## src/rtl/axi_grid_sni_pkg.sv

```systemverilog
// Shared types for the subordinate-side grid network interface.
// Purpose: AXI channel payloads seen by the local manager, the request/response
//          bundles exchanged with it, and the grid flit formats that wrap each
//          AXI payload with a {src, dst} node-id header.
// Ports:   none (package).
package axi_grid_sni_pkg;

    localparam int unsigned ID_W     = 4;   // grid node id width
    localparam int unsigned AXI_ID_W = 4;
    localparam int unsigned ADDR_W   = 32;
    localparam int unsigned DATA_W   = 32;
    localparam int unsigned STRB_W   = DATA_W / 8;
    localparam int unsigned LEN_W    = 8;

    typedef logic [ID_W-1:0] grid_id_t;

    typedef struct packed {
        logic [AXI_ID_W-1:0] id;
        logic [ADDR_W-1:0]   addr;
        logic [LEN_W-1:0]    len;
    } axi_ax_t;

    typedef axi_ax_t axi_aw_t;
    typedef axi_ax_t axi_ar_t;

    typedef struct packed {
        logic [DATA_W-1:0] data;
        logic [STRB_W-1:0] strb;
        logic              last;
    } axi_w_t;

    typedef struct packed {
        logic [AXI_ID_W-1:0] id;
        logic [1:0]          resp;
    } axi_b_t;

    typedef struct packed {
        logic [AXI_ID_W-1:0] id;
        logic [DATA_W-1:0]   data;
        logic [1:0]          resp;
        logic                last;
    } axi_r_t;

    // Manager -> NI
    typedef struct packed {
        axi_aw_t aw;
        logic    aw_valid;
        axi_w_t  w;
        logic    w_valid;
        logic    b_ready;
        axi_ar_t ar;
        logic    ar_valid;
        logic    r_ready;
    } sni_req_t;

    // NI -> manager
    typedef struct packed {
        logic   aw_ready;
        logic   ar_ready;
        logic   w_ready;
        axi_b_t b;
        logic   b_valid;
        axi_r_t r;
        logic   r_valid;
    } sni_resp_t;

    typedef struct packed { grid_id_t src; grid_id_t dst; axi_aw_t payload; } grid_aw_chan_t;
    typedef struct packed { grid_id_t src; grid_id_t dst; axi_w_t  payload; } grid_w_chan_t;
    typedef struct packed { grid_id_t src; grid_id_t dst; axi_b_t  payload; } grid_b_chan_t;
    typedef struct packed { grid_id_t src; grid_id_t dst; axi_ar_t payload; } grid_ar_chan_t;
    typedef struct packed { grid_id_t src; grid_id_t dst; axi_r_t  payload; } grid_r_chan_t;

endpackage

```

## src/rtl/axi_grid_sni_dst_fifo.sv

```systemverilog
// Synchronous FIFO of grid node ids. Holds the destination of every accepted
// AW so the matching W burst can be routed to the same node.
// Ports:
//   i_clk, i_arst_n      clock, asynchronous active-low reset (FIFO empties)
//   i_push, i_data       enqueue one id
//   i_pop                dequeue the head
//   o_data               current head (valid while !o_empty)
//   o_full, o_empty      occupancy flags
// DEPTH must be a power of two and at least 2.
module axi_grid_sni_dst_fifo
    import axi_grid_sni_pkg::*;
#(
    parameter int unsigned DEPTH = 4
) (
    input  logic     i_clk,
    input  logic     i_arst_n,
    input  logic     i_push,
    input  grid_id_t i_data,
    input  logic     i_pop,
    output grid_id_t o_data,
    output logic     o_full,
    output logic     o_empty
);

    localparam int unsigned AW = $clog2(DEPTH);

    // One extra pointer bit distinguishes full from empty.
    logic [AW:0]   r_wptr;
    logic [AW:0]   r_rptr;
    grid_id_t      r_mem [DEPTH];

    always_ff @(posedge i_clk or negedge i_arst_n) begin
        if (!i_arst_n) begin
            r_wptr <= '0;
            r_rptr <= '0;
        end else begin
            if (i_push && !o_full) r_wptr <= r_wptr + 1'b1;
            if (i_pop && !o_empty) r_rptr <= r_rptr + 1'b1;
        end
    end

    // Storage needs no reset: contents are only observed while non-empty.
    always_ff @(posedge i_clk) begin
        if (i_push && !o_full) r_mem[r_wptr[AW-1:0]] <= i_data;
    end

    assign o_data  = r_mem[r_rptr[AW-1:0]];
    assign o_empty = (r_wptr == r_rptr);
    assign o_full  = (r_wptr[AW] != r_rptr[AW]) && (r_wptr[AW-1:0] == r_rptr[AW-1:0]);

endmodule

```

## src/rtl/axi_grid_sni.sv

```systemverilog
// Subordinate-side grid network interface.
// Purpose: accepts AXI requests from a local manager, packetises AW/W/AR onto
//          grid channels tagged {src=NI_ID, dst=addr decode}, and returns grid
//          B/R flits to the manager with the header stripped.
// Ports:
//   clk_i, arst_ni                      clock, async active-low reset
//   req_i / resp_o                      AXI bundle from / to the manager
//   grid_{aw,w,ar}_o/_valid_o/_ready_i  outgoing request flits
//   grid_{b,r}_i/_valid_i/_ready_o      incoming response flits
// Responses from different destinations could come back out of order, so each
// direction only issues to a new destination once everything in flight has
// retired; consecutive transactions to the same destination stream freely up
// to MAX_OUTST.
module axi_grid_sni
    import axi_grid_sni_pkg::*;
#(
    parameter grid_id_t    NI_ID        = '0,
    parameter int unsigned DST_ADDR_LSB = 28,
    parameter int unsigned MAX_OUTST    = 8,
    parameter int unsigned W_FIFO_DEPTH = 4
) (
    input  logic          clk_i,
    input  logic          arst_ni,
    input  sni_req_t      req_i,
    output sni_resp_t     resp_o,
    output grid_aw_chan_t grid_aw_o,
    output logic          grid_aw_valid_o,
    input  logic          grid_aw_ready_i,
    output grid_w_chan_t  grid_w_o,
    output logic          grid_w_valid_o,
    input  logic          grid_w_ready_i,
    output grid_ar_chan_t grid_ar_o,
    output logic          grid_ar_valid_o,
    input  logic          grid_ar_ready_i,
    input  grid_b_chan_t  grid_b_i,
    input  logic          grid_b_valid_i,
    output logic          grid_b_ready_o,
    input  grid_r_chan_t  grid_r_i,
    input  logic          grid_r_valid_i,
    output logic          grid_r_ready_o
);

    localparam int unsigned CNT_W = $clog2(MAX_OUTST + 1);

    // Issue is allowed when nothing is in flight, or when staying on the same
    // destination with room left in the outstanding budget.
    function automatic logic guard_ok(input logic [CNT_W-1:0] cnt,
                                      input grid_id_t         cur_dst,
                                      input grid_id_t         dec_dst);
        return (cnt == '0) || ((dec_dst == cur_dst) && (cnt < CNT_W'(MAX_OUTST)));
    endfunction

    // r_en releases synchronously one edge after reset deasserts; every
    // valid/ready output is gated by it, so no handshake (and thus no state
    // change) can occur while reset is asserted or during its release.
    logic r_en;

    always_ff @(posedge clk_i or negedge arst_ni) begin
        if (!arst_ni) r_en <= 1'b0;
        else          r_en <= 1'b1;
    end

    logic [CNT_W-1:0] r_aw_cnt;
    logic [CNT_W-1:0] r_ar_cnt;
    grid_id_t         r_aw_dst;
    grid_id_t         r_ar_dst;

    grid_id_t w_aw_dec;
    grid_id_t w_ar_dec;
    grid_id_t w_fifo_head;
    logic     w_fifo_full;
    logic     w_fifo_empty;
    logic     w_aw_ok;
    logic     w_ar_ok;
    logic     w_w_ok;
    logic     w_aw_hs;
    logic     w_w_hs;
    logic     w_ar_hs;
    logic     w_b_hs;
    logic     w_r_hs;
    logic     w_r_retire;
    logic     w_unused_rsp_hdr;

    assign w_aw_dec = req_i.aw.addr[DST_ADDR_LSB +: ID_W];
    assign w_ar_dec = req_i.ar.addr[DST_ADDR_LSB +: ID_W];

    // Readiness never looks at the manager's valid, only at internal state.
    assign w_aw_ok = r_en && guard_ok(r_aw_cnt, r_aw_dst, w_aw_dec) && !w_fifo_full;
    assign w_ar_ok = r_en && guard_ok(r_ar_cnt, r_ar_dst, w_ar_dec);
    assign w_w_ok  = r_en && !w_fifo_empty;

    assign grid_aw_valid_o = req_i.aw_valid && w_aw_ok;
    assign grid_w_valid_o  = req_i.w_valid  && w_w_ok;
    assign grid_ar_valid_o = req_i.ar_valid && w_ar_ok;
    assign grid_b_ready_o  = req_i.b_ready  && r_en;
    assign grid_r_ready_o  = req_i.r_ready  && r_en;

    assign grid_aw_o = '{src: NI_ID, dst: w_aw_dec,    payload: req_i.aw};
    assign grid_w_o  = '{src: NI_ID, dst: w_fifo_head, payload: req_i.w};
    assign grid_ar_o = '{src: NI_ID, dst: w_ar_dec,    payload: req_i.ar};

    assign w_aw_hs    = grid_aw_valid_o && grid_aw_ready_i;
    assign w_w_hs     = grid_w_valid_o  && grid_w_ready_i;
    assign w_ar_hs    = grid_ar_valid_o && grid_ar_ready_i;
    assign w_b_hs     = grid_b_valid_i  && grid_b_ready_o;
    assign w_r_hs     = grid_r_valid_i  && grid_r_ready_o;
    assign w_r_retire = w_r_hs && grid_r_i.payload.last;

    always_comb begin
        resp_o          = '0;
        resp_o.aw_ready = grid_aw_ready_i && w_aw_ok;
        resp_o.w_ready  = grid_w_ready_i  && w_w_ok;
        resp_o.ar_ready = grid_ar_ready_i && w_ar_ok;
        resp_o.b        = grid_b_i.payload;
        resp_o.b_valid  = grid_b_valid_i && r_en;
        resp_o.r        = grid_r_i.payload;
        resp_o.r_valid  = grid_r_valid_i && r_en;
    end

    // Response headers are consumed by the grid; the manager never sees them.
    assign w_unused_rsp_hdr = ^{grid_b_i.src, grid_b_i.dst, grid_r_i.src, grid_r_i.dst};

    // Write-direction guard: issue and retire in the same cycle cancel out.
    always_ff @(posedge clk_i or negedge arst_ni) begin
        if (!arst_ni) begin
            r_aw_cnt <= '0;
            r_aw_dst <= '0;
        end else begin
            if (w_aw_hs && !w_b_hs)      r_aw_cnt <= r_aw_cnt + CNT_W'(1);
            else if (!w_aw_hs && w_b_hs) r_aw_cnt <= r_aw_cnt - CNT_W'(1);
            if (w_aw_hs) r_aw_dst <= w_aw_dec;
        end
    end

    // Read-direction guard: a burst retires on its last beat.
    always_ff @(posedge clk_i or negedge arst_ni) begin
        if (!arst_ni) begin
            r_ar_cnt <= '0;
            r_ar_dst <= '0;
        end else begin
            if (w_ar_hs && !w_r_retire)      r_ar_cnt <= r_ar_cnt + CNT_W'(1);
            else if (!w_ar_hs && w_r_retire) r_ar_cnt <= r_ar_cnt - CNT_W'(1);
            if (w_ar_hs) r_ar_dst <= w_ar_dec;
        end
    end

    // W bursts follow AW order; the FIFO holds each accepted AW's destination
    // until its burst's last beat is accepted. No push-through when empty.
    axi_grid_sni_dst_fifo #(
        .DEPTH (W_FIFO_DEPTH)
    ) u_dst_fifo (
        .i_clk    (clk_i),
        .i_arst_n (arst_ni),
        .i_push   (w_aw_hs),
        .i_data   (w_aw_dec),
        .i_pop    (w_w_hs && req_i.w.last),
        .o_data   (w_fifo_head),
        .o_full   (w_fifo_full),
        .o_empty  (w_fifo_empty)
    );

endmodule

```

## config.mk

```make
export PLATFORM = sky130hd
export DESIGN_NAME = axi_grid_sni
export DESIGN_NICKNAME = d
export VERILOG_FILES = /design/src/rtl/axi_grid_sni_pkg.sv /design/src/rtl/axi_grid_sni_dst_fifo.sv /design/src/rtl/axi_grid_sni.sv
export SDC_FILE = /design/constraint.sdc
export NUM_CORES = 1
export LEC_CHECK = 0
export ABC_CLOCK_PERIOD_IN_PS = 3500
export BUFFER_PORTS_ARGS = -buffer_cell sky130_fd_sc_hd__buf_2
export CORE_AREA = 2 2 156 158
export DETAILED_ROUTE_END_ITERATION = 10
export DIE_AREA = 0 0 158 160
export SYNTH_ARGS = -nofsm -noshare
export SYNTH_HDL_FRONTEND = slang
export SYNTH_SLANG_ARGS = --single-unit
```

## constraint.sdc

```tcl
create_clock -name clk_i -period 3.5 [get_ports clk_i]
set_input_delay 0.175 -clock clk_i [delete_from_list [all_inputs] [get_ports clk_i]]
set_output_delay 0.175 -clock clk_i [all_outputs]
set_load 0.1 [all_outputs]
```

==> out/results.txt <==
Outcome: finished, final reports clean
Maximum level of the CTS H-tree: 2
Category of cells accounting for the largest share of critical-path delay: flip-flops
Chip width: 158 um
Reg2reg path depth: 11
Category of the worst setup path capture point: flip-flop
Clock latency of the later-clocked register in the worst-skew pair: 0.28 ns
Upper clock frequency limit: 0.3814 GHz
Top cell by count, worst path: sky130_fd_sc_hd__ha_1
Maximum number of pins on one net before global-route repair: 24
Number of buffers added by the clock tree synthesis step: 5
Number of max-slew violations in the final report: 0
Critical Path RT: 3.71 ns
HPWL after DPL: 8001 um
Buf+Inv Stages, Crit Path: 2
P per Cell Area: 794.4 mW/mm^2
Dominant cell type by area after synthesis: sky130_fd_sc_hd__buf_4
Clock tree skew after final layout: 0.006287 ns
Instance count of the mapped netlist: 337
Initial Utilization: 0.1452
Number of vias per cell: 2.873
Final setup violation count: 0
Leak pwr: 0.001180 uW
Commonest register cell after synthesis: sky130_fd_sc_hd__dfrtp_1
Area overhead of the layout relative to synthesis: -15.67%
Total stage count of the critical path: 11
Most area-consuming cells after synthesis: sky130_fd_sc_hd__buf_4 41%, sky130_fd_sc_hd__dfrtp_1 17%, sky130_fd_sc_hd__edfxtp_1 14%, sky130_fd_sc_hd__xnor2_1 4.6%, sky130_fd_sc_hd__ha_1 4.0%
Net count of the finished layout: 429
Slowest cell on the critical path: sky130_fd_sc_hd__dfrtp_1
Final hold violation count: 0
Dominant cell by count in the synthesized netlist: sky130_fd_sc_hd__buf_4
Clock input transition at the sequential cells of the worst setup and hold paths: 0.07 ns
Async set-or-reset flop fraction in the synthesized netlist: 0.5897
Setup Total Neg Slack: 0 ns
Cell variety after synth: 34
Number of max-cap violations: 0
Measured slew at the worst slew-check pin: 0.9403 ns
Final worst-path cycle share: 0.7490
Synth Warn #: 0
Die area: 0.02528 sq mm
Global-route wire length before repair: 12420 um
Fin crit period: 2.622 ns
Count of flip-flops with a built-in enable after synthesis: 16
Unrepaired setup endpoints after global routing: false
Detail Route Antenna Nets: 0
Vias after detailed routing: 1560
Startpoint type of the worst setup path: flip-flop
Share of post-route cells with drive strength above 1: 0.3562
Proportion of netlist area held by the largest area contributor: 0.4124
Headroom to the max-slew limit: 0.3683
Top cell types by occurrence after synthesis: 190 x sky130_fd_sc_hd__buf_4, 23 x sky130_fd_sc_hd__dfrtp_1, 18 x sky130_fd_sc_hd__xnor2_1, 16 x sky130_fd_sc_hd__edfxtp_1
Diodes inserted: 0
Post-synthesis sequential area ratio: 0.3054
Cell-by-cell listing of the critical path: xor2_1 -> nor3_2 -> nor3b_2 -> buf_4 -> ha_1 -> inv_1 -> ha_1 -> a21o_1 -> a21oi_1 -> mux2i_1 -> xnor2_1
Total wire length: 9468 um
Area of the placeable core: 0.02382 sq mm
Vertical die dimension: 160 um
Number of global-route vias before repair: 1581
Worst hold-check slack: 0.1786 ns
Top-level I/O count: 402
Mean routed wirelength per cell: 17.44 um
Number of stages on the worst hold path: 2
Number of buffers on the longest clock path: 2
Synth Cell Area: 0.003458 sq mm
DRC marker count from the first detailed-route iteration: 78
Final routed DRC violation total: 0
Number of antenna violations at the first check in global routing: 0
Arrival time at the worst endpoint: 2.83 ns
Classification of the worst-slack hold path: input pin to flip-flop
Final GP Congestion: 0.6399
Mean instance size in the synthesized netlist: 10.26 sq um
Critical path start-end classification: flip-flop to flip-flop
Top fanout value on the critical path: 10
Highest cell delay on the worst timing path: 0.55 ns
Buffer type at the clock tree root: sky130_fd_sc_hd__clkbuf_16
Detailed-routing iteration count for the pre-antenna-repair pass: 3
Flop and latch count out of synthesis: 39
GRT Overall Usage: 0.07083
Std-Cell Rows: 57
CTS tree: done
Maximum vdd ir drop: 0.2550 mV
Clock sink count: 39
Total overflow reported by the global router: 0
# port buffers: 53
## cell families after synthesis
logic type / share of synthesized area
AO/OA/AOI/OAI: 0.01700
XOR/XNOR: 0.05571
adder cells (fa/ha/maj): 0.05137
buffers and inverters: 0.4215
flip-flops: 0.3054
multiplexers: 0.08068
other: 0.002172
AND/OR/NAND/NOR: 0.06621
## per-stage QoR
| step | total power (uW) | utilization | cell area, sq um | instances | setup slack [ns] |
|---|---|---|---|---|---|
| 2_1_floorplan | 2502 | - | 3500 | 348 | 0.8510 |
| 3_3_place_gp | 1781 | 0.1148 | 2735 | 534 | 0.8743 |
| 3_5_place_dp | 1798 | 0.1148 | 2735 | 534 | 0.8680 |
| 4_1_cts | 2361 | 0.1224 | 2917 | 543 | 0.8333 |
| 5_1_grt | 2467 | 0.1224 | 2917 | 543 | 0.5702 |
| 6_report | 2317 | 0.1224 | 2917 | 543 | 0.8783 |
## where the power goes
part / internal (uW) / total (uW) / switching [uW]
registers: 604 / 753 / 149
clock network: 339 / 541 / 202
logic: 350 / 1020 / 672
## metal layers
metal / up-vias / routed length, um / global-route usage
met1: 682 / 2277 / 0.05157
met4: 0 / 722 / 0.05979
li1: 650 / - / -
met2: 169 / 4054 / 0.1018
met5: - / 0 / 0
met3: 59 / 2414 / 0.07653
## flip-flops by register name, summed over array words and instances, names as in the netlist
| name | flops |
|---|---|
| u_dst_fifo.r_wptr | 3 |
| u_dst_fifo.r_rptr | 3 |
| r_ar_dst | 4 |
| r_ar_cnt | 4 |
| r_aw_cnt | 4 |
| r_aw_dst | 4 |
| u_dst_fifo.r_mem | 16 |
| r_en | 1 |
## repair_timing
action                                 4_1_cts  5_1_grt
endpoints found under the hold margin       23        0
hold buffers                                 1        0
gates resized for setup                      0        0
buffers inserted                             0        0
## cells in the final DEF, fill, tap and decap left out, types with 2 or more instances in the layout
master / instances
sky130_fd_sc_hd__inv_1: 4
sky130_fd_sc_hd__mux2i_1: 2
sky130_fd_sc_hd__mux4_1: 4
sky130_fd_sc_hd__clkbuf_16: 5
sky130_fd_sc_hd__mux2_2: 7
sky130_fd_sc_hd__a21o_1: 2
sky130_fd_sc_hd__a21oi_1: 3
sky130_fd_sc_hd__edfxtp_1: 16
sky130_fd_sc_hd__dfrtp_1: 23
sky130_fd_sc_hd__xnor2_1: 18
sky130_fd_sc_hd__and3_1: 4
sky130_fd_sc_hd__nor3_1: 2
sky130_fd_sc_hd__mux2_4: 5
sky130_fd_sc_hd__fa_1: 2
sky130_fd_sc_hd__nand3_1: 2
sky130_fd_sc_hd__xor2_1: 4
sky130_fd_sc_hd__ha_1: 11
sky130_fd_sc_hd__buf_2: 53
sky130_fd_sc_hd__conb_1: 13
sky130_fd_sc_hd__o21ai_0: 2
sky130_fd_sc_hd__nand2_1: 6
sky130_fd_sc_hd__nor2_1: 5
sky130_fd_sc_hd__and2_1: 11
## cell type report
cell class                 instances  area (sq um)
clock buffer                       5         125.1
clock inverter                     3         46.29
fill                            2724         20900
inverter                           4         15.01
multi-input combinational        113         985.9
sequential                        39          1056
tap                              324         405.4
timing repair buffer              55         282.8
## path summary, 6_finish.rpt
path                                 startpoint                   end  slack, ns
max                        u_dst_fifo.r_rptr[0]           r_aw_cnt[3]       0.88
min                                   req_i[39]           r_ar_dst[1]       0.18
max reg2reg                u_dst_fifo.r_rptr[0]           r_aw_cnt[3]       0.88
min reg2reg                         r_ar_cnt[3]           r_ar_cnt[3]       0.46
max in group asynchronous               arst_ni  u_dst_fifo.r_wptr[2]       2.67
min in group asynchronous               arst_ni                  r_en       0.42
No activity file was read; power rests on OpenSTA's default activity.
